## src/rtl/mmu_sequencer_if.sv

```systemverilog
// Bundles the host operand/control signals and the systolic array drive/readback
// signals of the 2x2 multiply sequencer.
interface mmu_sequencer_if #(
  parameter int WIDTH = 8
);
  logic               wr_en;
  logic [2:0]         wr_addr;
  logic [WIDTH-1:0]   wr_data;
  logic               start;
  logic               relu_en;
  logic               busy;
  logic               done;
  logic               arr_clear;
  logic               arr_activation;
  logic [WIDTH-1:0]   arr_a0, arr_a1, arr_b0, arr_b1;
  logic [2*WIDTH-1:0] arr_c00, arr_c01, arr_c10, arr_c11;
  logic [2*WIDTH-1:0] res00, res01, res10, res11;

  modport slave (
    input  wr_en, wr_addr, wr_data, start, relu_en,
    input  arr_c00, arr_c01, arr_c10, arr_c11,
    output busy, done, arr_clear, arr_activation,
    output arr_a0, arr_a1, arr_b0, arr_b1,
    output res00, res01, res10, res11
  );

  modport master (
    output wr_en, wr_addr, wr_data, start, relu_en,
    output arr_c00, arr_c01, arr_c10, arr_c11,
    input  busy, done, arr_clear, arr_activation,
    input  arr_a0, arr_a1, arr_b0, arr_b1,
    input  res00, res01, res10, res11
  );
endinterface

```

## src/rtl/mmu_sequencer.sv

```systemverilog
// Buffers one 2x2 A/B operand pair, clears the systolic array, feeds it with the
// diagonal skew, waits for the last products to drain and captures the results.
module mmu_sequencer #(
  parameter int WIDTH        = 8,
  parameter int DRAIN_CYCLES = 2
) (
  input  logic           clk,
  input  logic           rst,
  mmu_sequencer_if.slave bus
);
  localparam logic [2:0] S_IDLE    = 3'd0;
  localparam logic [2:0] S_CLEAR   = 3'd1;
  localparam logic [2:0] S_FEED    = 3'd2;
  localparam logic [2:0] S_DRAIN   = 3'd3;
  localparam logic [2:0] S_CAPTURE = 3'd4;

  localparam int            DW     = $clog2(DRAIN_CYCLES) + 1;
  localparam logic [DW-1:0] D_LAST = DW'(DRAIN_CYCLES - 1);

  logic [2:0]                 state;
  logic [1:0]                 k;
  logic [DW-1:0]              dcnt;
  logic                       relu_q;
  logic                       done_q;
  logic [7:0][WIDTH-1:0]      opnd;
  logic [3:0][2*WIDTH-1:0]    res;
  logic [WIDTH-1:0]           a0, a1, b0, b1;

  // Operand buffer is only writable in IDLE so a run sees stable operands.
  always_ff @(posedge clk or negedge rst) begin
    if (!rst) begin
      opnd <= '0;
    end else if (state == S_IDLE && bus.wr_en) begin
      opnd[bus.wr_addr] <= bus.wr_data;
    end
  end

  always_ff @(posedge clk or negedge rst) begin
    if (!rst) begin
      state  <= S_IDLE;
      k      <= '0;
      dcnt   <= '0;
      relu_q <= 1'b0;
      done_q <= 1'b0;
    end else begin
      done_q <= 1'b0;
      case (state)
        S_IDLE: begin
          if (bus.start) begin
            state  <= S_CLEAR;
            relu_q <= bus.relu_en;
          end
        end
        S_CLEAR: begin
          state <= S_FEED;
          k     <= '0;
        end
        S_FEED: begin
          if (k == 2'd2) begin
            state <= S_DRAIN;
            k     <= '0;
            dcnt  <= '0;
          end else begin
            k <= k + 2'd1;
          end
        end
        S_DRAIN: begin
          if (dcnt == D_LAST) state <= S_CAPTURE;
          else                dcnt  <= dcnt + 1'b1;
        end
        S_CAPTURE: begin
          state  <= S_IDLE;
          done_q <= 1'b1;
        end
        default: state <= S_IDLE;
      endcase
    end
  end

  always_ff @(posedge clk or negedge rst) begin
    if (!rst) begin
      res <= '0;
    end else if (state == S_CAPTURE) begin
      res <= {bus.arr_c11, bus.arr_c10, bus.arr_c01, bus.arr_c00};
    end
  end

  // Skewed feed: row 1 / column 1 lag row 0 / column 0 by one cycle.
  always_comb begin
    a0 = '0;
    a1 = '0;
    b0 = '0;
    b1 = '0;
    if (state == S_FEED) begin
      case (k)
        2'd0: begin
          a0 = opnd[0];
          b0 = opnd[4];
        end
        2'd1: begin
          a0 = opnd[1];
          a1 = opnd[2];
          b0 = opnd[6];
          b1 = opnd[5];
        end
        2'd2: begin
          a1 = opnd[3];
          b1 = opnd[7];
        end
        default: ;
      endcase
    end
  end

  assign bus.busy           = (state != S_IDLE);
  assign bus.done           = done_q;
  assign bus.arr_clear      = (state == S_CLEAR);
  assign bus.arr_activation = relu_q & (state != S_IDLE);
  assign bus.arr_a0         = a0;
  assign bus.arr_a1         = a1;
  assign bus.arr_b0         = b0;
  assign bus.arr_b1         = b1;
  assign bus.res00          = res[0];
  assign bus.res01          = res[1];
  assign bus.res10          = res[2];
  assign bus.res11          = res[3];
endmodule
```

## src/flat_wrapper.sv

```systemverilog
// flat-port wrapper written by rule: the top's interface ports become plain ports
module mmu_sequencer_flat 
#(
  parameter int WIDTH        = 8,
  parameter int DRAIN_CYCLES = 2
)
  (clk, rst, bus_wr_en, bus_wr_addr, bus_wr_data, bus_start, bus_relu_en, bus_arr_c00, bus_arr_c01, bus_arr_c10, bus_arr_c11, bus_busy, bus_done, bus_arr_clear, bus_arr_activation, bus_arr_a0, bus_arr_a1, bus_arr_b0, bus_arr_b1, bus_res00, bus_res01, bus_res10, bus_res11);
  mmu_sequencer_if #(.WIDTH(WIDTH)) bus_i ();
  input  logic clk;
  input  logic rst;
  input wire logic [$bits(bus_i.wr_en)-1:0] bus_wr_en;
  input wire logic [$bits(bus_i.wr_addr)-1:0] bus_wr_addr;
  input wire logic [$bits(bus_i.wr_data)-1:0] bus_wr_data;
  input wire logic [$bits(bus_i.start)-1:0] bus_start;
  input wire logic [$bits(bus_i.relu_en)-1:0] bus_relu_en;
  input wire logic [$bits(bus_i.arr_c00)-1:0] bus_arr_c00;
  input wire logic [$bits(bus_i.arr_c01)-1:0] bus_arr_c01;
  input wire logic [$bits(bus_i.arr_c10)-1:0] bus_arr_c10;
  input wire logic [$bits(bus_i.arr_c11)-1:0] bus_arr_c11;
  output wire logic [$bits(bus_i.busy)-1:0] bus_busy;
  output wire logic [$bits(bus_i.done)-1:0] bus_done;
  output wire logic [$bits(bus_i.arr_clear)-1:0] bus_arr_clear;
  output wire logic [$bits(bus_i.arr_activation)-1:0] bus_arr_activation;
  output wire logic [$bits(bus_i.arr_a0)-1:0] bus_arr_a0;
  output wire logic [$bits(bus_i.arr_a1)-1:0] bus_arr_a1;
  output wire logic [$bits(bus_i.arr_b0)-1:0] bus_arr_b0;
  output wire logic [$bits(bus_i.arr_b1)-1:0] bus_arr_b1;
  output wire logic [$bits(bus_i.res00)-1:0] bus_res00;
  output wire logic [$bits(bus_i.res01)-1:0] bus_res01;
  output wire logic [$bits(bus_i.res10)-1:0] bus_res10;
  output wire logic [$bits(bus_i.res11)-1:0] bus_res11;
  assign bus_i.wr_en = bus_wr_en;
  assign bus_i.wr_addr = bus_wr_addr;
  assign bus_i.wr_data = bus_wr_data;
  assign bus_i.start = bus_start;
  assign bus_i.relu_en = bus_relu_en;
  assign bus_i.arr_c00 = bus_arr_c00;
  assign bus_i.arr_c01 = bus_arr_c01;
  assign bus_i.arr_c10 = bus_arr_c10;
  assign bus_i.arr_c11 = bus_arr_c11;
  assign bus_busy = bus_i.busy;
  assign bus_done = bus_i.done;
  assign bus_arr_clear = bus_i.arr_clear;
  assign bus_arr_activation = bus_i.arr_activation;
  assign bus_arr_a0 = bus_i.arr_a0;
  assign bus_arr_a1 = bus_i.arr_a1;
  assign bus_arr_b0 = bus_i.arr_b0;
  assign bus_arr_b1 = bus_i.arr_b1;
  assign bus_res00 = bus_i.res00;
  assign bus_res01 = bus_i.res01;
  assign bus_res10 = bus_i.res10;
  assign bus_res11 = bus_i.res11;
  mmu_sequencer #(.WIDTH(WIDTH), .DRAIN_CYCLES(DRAIN_CYCLES)) u_core (.clk(clk), .rst(rst), .bus(bus_i));
endmodule
```

## config.mk

```make
export PLATFORM = sky130hd
export DESIGN_NAME = mmu_sequencer_flat
export DESIGN_NICKNAME = d
export VERILOG_FILES = /design/src/rtl/mmu_sequencer_if.sv /design/src/rtl/mmu_sequencer.sv /design/src/flat_wrapper.sv
export SDC_FILE = /design/constraint.sdc
export NUM_CORES = 1
export LEC_CHECK = 0
export ABC_AREA = 1
export BUFFER_PORTS_ARGS = -buffer_cell sky130_fd_sc_hd__buf_2
export CAP_MARGIN = 0
export CORE_ASPECT_RATIO = 2
export CORE_MARGIN = 5
export CORE_UTILIZATION = 45
export CTS_CLUSTER_DIAMETER = 200
export DETAILED_ROUTE_END_ITERATION = 7
export GPL_ROUTABILITY_DRIVEN = 0
export HOLD_SLACK_MARGIN = 0.05
export PLACE_DENSITY = 0.71
export SETUP_SLACK_MARGIN = 0.5
export SLEW_MARGIN = 20
export SYNTH_ARGS = -nofsm -noshare
export SYNTH_HDL_FRONTEND = slang
export SYNTH_SLANG_ARGS = --single-unit
export TNS_END_PERCENT = 100
```

## constraint.sdc

```tcl
create_clock -name clk -period 2.6 [get_ports clk]
set_input_delay 0.78 -clock clk [delete_from_list [all_inputs] [get_ports clk]]
set_output_delay 0.78 -clock clk [all_outputs]
set_load 0.005 [all_outputs]
```

==> run metrics, run 1 <==
flops & latches, synth 137; TritonCTS clock tree done; unrepaired setup endpoints after global routing yes; largest buffer count on any clock path 2; synth top area cells sky130_fd_sc_hd__dfrtp_1 57%, sky130_fd_sc_hd__nand2_1 22%, sky130_fd_sc_hd__o21ai_0 7.1%, sky130_fd_sc_hd__nand3_1 2.3%, sky130_fd_sc_hd__inv_1 2.0%; overall fraction of global-route tracks in use 21.9%; Slew Viols, Final 0; sequential element share of the synthesized area 57.3%; clock root buffer sky130_fd_sc_hd__clkbuf_16; final cell utilization of the core 63.1%; Clk Latency, worst-skew pair 0.41 ns; Leakage 4.36 nW; termination of the worst setup path bus_arr_a0[4]; CP endpoint kind output port; worst reg2reg endpoint u_core.dcnt[1]; number of nets at the end of the flow 1005; final antenna diode count 0; warning count from the yosys run 0; final hold violations 0; antenna violations before repair 0; initial detailed-routing violation count 189; number of setup violations in the final report 0; number of routed nets with antenna violations 0; Mapped Nets 802; Post-route DRC 0; share of Yosys cell area claimed by the top area cell type 57.3%; transition at the pin with the smallest max-transition slack 0.631 ns; number of port buffers 179; Worst R2R Setup Slack 0.33 ns; Netlist Area Pre-Place 5990 um2; fmax 417 MHz; reg2reg start u_core.state[2]; setup skew after layout 0.00677 ns; total negative setup slack 0 ns; vias per std cell 5.03; total global routing overflow 0; chip width 91.6 um; final critical-path required period 2.40 ns; Worst Path Class, Setup register to output port; vias after detailed routing 5445; drt wl/cell 16.1 um; vertical die dimension 173 um; crit path cell chain inv_2 -> ha_4 -> buf_12 -> nand2_8 -> o21ai_4 -> buf_2; Required @ worst endpoint 1.82 ns; largest fanout on the critical path 17; Crit path max-delay family flip-flops; standard cell with the maximum stage delay on the critical path sky130_fd_sc_hd__dfrtp_1; first-pass GRT wire length 27800 um; number of H-tree levels 4; placeable core region 13100 um2; critical path buffer and inverter count 3; final std cells w/o fill 1083; initial standard-cell utilization of the core 45.8%; DRT Pass-1 Iters 4; number of global-route vias before repair 5552; FP Rows 59; total of max-cap violations 0; logic depth of the worst setup path including buffers 6; startpoint class of the critical path register; most area-hungry cell type in the Yosys netlist sky130_fd_sc_hd__dfrtp_1; count of mapped cells out of synthesis 717; Critical Path Source u_core.k[1]; Final Routed Wirelength 17400 um; Reg clk slew, reported paths 0.06 ns; power after layout 9.59 mW; area enclosed by the die boundary 15800 um2; worst hold path class input port to async pin; portion of the clock cycle consumed by the worst path in the final layout 92.1%; Syn-to-layout area delta 37.7%; highest ir drop seen on vdd 0.611 mV; CTS Buf Count 17; areal power density over the cells 1160 nW/um2; post-synth cell types 22; worst-case setup slack after placement 0.256 ns; fraction of final layout cells with drive strength greater than 1 32.8%; run status finished, final reports clean; Crit path arrival time 1.62 ns; mean cell area of the mapped netlist 8.35 um2; number of I/O pins 180; setup slack after layout 0.204 ns; Slew HR 57.9%; clk sinks 137; number of filler instances in the final layout 1141; reg2reg path depth 17; pin count of the biggest net entering global routing 66; detailed placer's ending HPWL 11300 um; count of placed standard cells including taps 1021; CP peak stage delay 0.39 ns
-- logic make-up (layout without fill, tap and decap cells) --
logic type	Yosys count	after routing	synth area share [%]
fa+ha+maj	5	5	1.05
buf+inv	72	284	5.56
simple gates	400	402	27.5
flops	137	137	57.3
compound gates	103	103	8.65
-- synthesized netlist by cell type (all sizes together) --
| master | n |
|---|---|
| o21ai | 85 |
| a21oi | 17 |
| clkbuf | 16 |
| nor2 | 12 |
| dfrtp | 137 |
| inv | 33 |
| a21boi | 1 |
| ha | 5 |
| buf | 23 |
| nand2 | 357 |
| nand4 | 2 |
| nor3 | 1 |
| nand3 | 28 |
-- worst min path at each step --
stage,startpoint,endpoint,cells past startpoint
2_1_floorplan,u_core.relu_q,u_core.relu_q,2
3_3_place_gp,u_core.bus.res00[2],u_core.bus.res00[2],2
3_5_place_dp,u_core.bus.res00[6],u_core.bus.res00[6],2
4_1_cts,rst,u_core.bus.res00[8],1
5_1_grt,rst,u_core.opnd[8],1
6_report,rst,u_core.bus.res00[13],1
-- cell usage in the layout, fill, tap and decap left out, types with 5 or more instances in the layout --
master / n
sky130_fd_sc_hd__nand3_2: 16
sky130_fd_sc_hd__buf_2: 177
sky130_fd_sc_hd__bufinv_16: 6
sky130_fd_sc_hd__dfrtp_1: 135
sky130_fd_sc_hd__nand3_1: 10
sky130_fd_sc_hd__buf_12: 8
sky130_fd_sc_hd__o21ai_0: 68
sky130_fd_sc_hd__inv_1: 27
sky130_fd_sc_hd__a21oi_1: 13
sky130_fd_sc_hd__nor2_4: 5
sky130_fd_sc_hd__o21ai_1: 12
sky130_fd_sc_hd__clkbuf_16: 17
sky130_fd_sc_hd__buf_4: 31
sky130_fd_sc_hd__nand2_1: 353
-- registers in the layout, indices dropped and copies added (netlist names) --
register / count
u_core.bus.res11: 16
u_core.bus.done: 1
u_core.dcnt: 2
u_core.bus.res10: 16
u_core.k: 2
u_core.relu_q: 1
u_core.bus.res01: 16
u_core.state: 3
u_core.opnd: 64
u_core.bus.res00: 16
-- per-stage QoR --
| step | area (um2) | hold slack [ns] |
|---|---|---|
| after floorplan | 5990 | 0.447 |
| after global placement | 7000 | 0.456 |
| after detailed placement | 7000 | 0.459 |
| after CTS | 8010 | 0.223 |
| after global routing | 8240 | 0.231 |
| final | 8240 | 0.228 |
-- cell type report --
class | count | area, um2 | share of cell area (%)
Timing Repair Buffer | 221 | 1360 | 16.4
Clock buffer | 18 | 439 | 5.33
Tap cell | 152 | 190 | 2.31
Sequential cell | 137 | 3430 | 41.6
Inverter | 33 | 140 | 1.70
Multi-Input combinational cell | 510 | 2460 | 29.9
Clock inverter | 12 | 224 | 2.72
-- power breakdown --
group | leakage, nW | switching (mW) | internal, mW
clock network | 0.322 | 0.896 | 1.81
registers | 1.68 | 0.502 | 3.14
logic | 2.36 | 1.83 | 1.41
-- layer usage --
metal	track usage [%]	up-vias	routed length (um)
met5	0	-	0
met4	9.63	0	496
met3	4.52	32	1130
met2	38.7	222	9190
met1	25.2	2538	6570
li1	-	2653	-
-- timing repair --
| action | 4_1_cts | 5_1_grt |
|---|---|---|
| hold buffers | 0 | 0 |
| gates cloned | 3 | 1 |
| endpoints found under the setup margin | 35 | 54 |
| hold endpoints to repair | 0 | 0 |
| pin swaps | 4 | 7 |
| buffers inserted | 18 | 10 |
| gates resized for setup | 60 | 27 |
(Power assumes the default switching activity.)
==> run 2, diff against run 1 <==
Settings changed: CELL_PAD_IN_SITES_DETAIL_PLACEMENT set to 0, CELL_PAD_IN_SITES_GLOBAL_PLACEMENT set to 2, CORE_UTILIZATION 45 to 29, PLACE_DENSITY 0.71 to not set, PLACE_DENSITY_LB_ADDON set to 0.1.
==> run 2 against run 1 <==
Non-clock buffer count down 2. Clock-buffer cell count grew 2. Global-route usage down 4.5 points. Maximum frequency shrank 3.9%. Register-to-register slack better by 0.30 ns. Critical path type unchanged. Critical endpoint unchanged. Largest cell class unchanged. Highest routed layer unchanged.
==> run metrics, run 2 (same netlist as run 1, synthesis figures left out) <==
transition at the pin with the smallest max-transition slack 0.688 ns; Leakage 4.40 nW; run status finished, final reports clean; TritonCTS clock tree done; initial standard-cell utilization of the core 29.4%; critical path buffer and inverter count 3; Syn-to-layout area delta 41.1%; number of global-route vias before repair 5718; overall fraction of global-route tracks in use 17.4%; first-pass GRT wire length 31900 um; setup skew after layout 0.00830 ns; final cell utilization of the core 41.4%; CTS Hold Buffers Added 0; Slew Viols, Final 0; largest buffer count on any clock path 2; Critical Path Source u_core.state[0]; clk sinks 137; largest fanout on the critical path 5; number of flip-flops in the largest register 64; most common library cell in the layout ignoring fill and taps sky130_fd_sc_hd__nand2_1; Worst Path Class, Setup register to output port; Clk Latency, worst-skew pair 0.43 ns; antenna violations before repair 0; vertical die dimension 213 um; portion of the clock cycle consumed by the worst path in the final layout 95.9%; detailed placer's ending HPWL 13500 um; worst hold path class input port to async pin; CTS Buf Count 17; chip width 112 um; number of setup violations in the final report 0; reg2reg start u_core.state[2]; DRT Pass-1 Iters 4; unrepaired setup endpoints after global routing yes; area enclosed by the die boundary 23800 um2; vias per std cell 4.54; crit path cell chain nor2_4 -> nand2_4 -> inv_8 -> buf_12 -> nand2_8 -> o21ai_4 -> buf_2; FP Rows 74; final antenna diode count 0; placeable core region 20400 um2; final critical-path required period 2.49 ns; leading cell types in the layout, fill and taps excluded 349 x sky130_fd_sc_hd__nand2_1, 178 x sky130_fd_sc_hd__buf_2, 135 x sky130_fd_sc_hd__dfrtp_1, 71 x sky130_fd_sc_hd__o21ai_0, 28 x sky130_fd_sc_hd__inv_1; worst-case setup slack after placement 0.162 ns; Worst R2R Setup Slack 0.63 ns; Reg clk slew, reported paths 0.06 ns; Crit path arrival time 1.71 ns; Slew HR 54.1%; number of filler instances in the final layout 2113; final hold violations 0; number of nets at the end of the flow 1004; total of max-cap violations 0; Final Routed Wirelength 20500 um; standard cell with the maximum stage delay on the critical path sky130_fd_sc_hd__dfrtp_2; fmax 401 MHz; Crit path max-delay family flip-flops; CP peak stage delay 0.43 ns; clock root buffer sky130_fd_sc_hd__clkbuf_16; pin count of the biggest net entering global routing 65; total global routing overflow 0; CP endpoint kind output port; total negative setup slack 0 ns; fraction of final layout cells with drive strength greater than 1 32.2%; worst hold margin 0.260 ns; number of I/O pins 180; highest ir drop seen on vdd 0.483 mV; number of routed nets with antenna violations 0; number of port buffers 179; Required @ worst endpoint 1.82 ns; initial detailed-routing violation count 294; number of H-tree levels 4; drt wl/cell 17.1 um; Post-route DRC 0; vias after detailed routing 5441; Biggest register u_core.opnd; areal power density over the cells 1150 nW/um2; setup slack after layout 0.107 ns; power after layout 9.71 mW; startpoint class of the critical path register
-- run 2: cell types whose count changed in the layout (fill, tap and decap cells not counted), moves of 3 or more --
cell | before | now
sky130_fd_sc_hd__a21oi_1 | 13 | 8
sky130_fd_sc_hd__nand2_1 | 353 | 349
sky130_fd_sc_hd__buf_12 | 8 | 12
sky130_fd_sc_hd__a21oi_2 | 4 | 9
sky130_fd_sc_hd__nand3_1 | 10 | 23
sky130_fd_sc_hd__nand3_2 | 16 | 4
sky130_fd_sc_hd__nand2_2 | 1 | 5
sky130_fd_sc_hd__o21ai_1 | 12 | 9
sky130_fd_sc_hd__o21ai_0 | 68 | 71
sky130_fd_sc_hd__buf_4 | 31 | 20
-- run 2: timing repair --
action	4_1_cts	5_1_grt
endpoints found under the setup margin	35	51
resized for setup	56	22
pin swaps	11	8
gates cloned	5	3
buffers inserted	19	6
-- run 2: cell type report --
cell class | instances | area [um2] | share of cell area (%)
Inverter | 33 | 135 | 1.60
Timing Repair Buffer | 219 | 1460 | 17.3
Multi-Input combinational cell | 511 | 2450 | 29.0
Clock buffer | 20 | 457 | 5.41
Sequential cell | 137 | 3430 | 40.6
Tap cell | 266 | 333 | 3.94
Clock inverter | 12 | 173 | 2.05
-- run 2: routing by layer --
layer  up-vias  global-route usage [%]  share of wire, %
li1       2663                       -                 -
met1      2583                    18.6                38
met2       170                    32.8                54
met3        25                    4.51               4.9
met4         0                    6.38               2.2
met5         -                       0                 0
-- run 2: power breakdown --
group          switching, mW  leakage, nW  internal (mW)
combinational           1.90         2.41           1.59
clock                  0.930        0.306           1.65
sequential             0.505         1.68           3.14
-- run 2: worst paths after layout --
kind                                             end  cells past startpoint
worst max-delay path                   bus_arr_a0[4]                      7
worst min-delay path            u_core.bus.res01[15]                      1
worst max register to register       u_core.opnd[30]                     10
worst min register to register   u_core.bus.res01[9]                      2
max in group asynchronous            u_core.opnd[23]                      2
min in group clk                 u_core.bus.res01[9]                      2
-- run 2: worst register-to-register path, stage by stage (launching register included) --
cell	delay, ns
sky130_fd_sc_hd__dfrtp_1	0.42
sky130_fd_sc_hd__buf_4	0.16
sky130_fd_sc_hd__buf_6	0.12
sky130_fd_sc_hd__clkinvlp_4	0.12
sky130_fd_sc_hd__buf_4	0.12
sky130_fd_sc_hd__buf_4	0.15
sky130_fd_sc_hd__nand3_4	0.20
sky130_fd_sc_hd__buf_12	0.26
sky130_fd_sc_hd__nor2_4	0.20
sky130_fd_sc_hd__nand2_1	0.09
sky130_fd_sc_hd__nand2_1	0.08
-- run 2: stage by stage --
step | cell area, um2 | instances
floorplan | 5990 | 717
global placement | 7140 | 1133
detailed placement | 7140 | 1133
CTS | 8250 | 1189
global route | 8440 | 1198
finish | 8440 | 1198
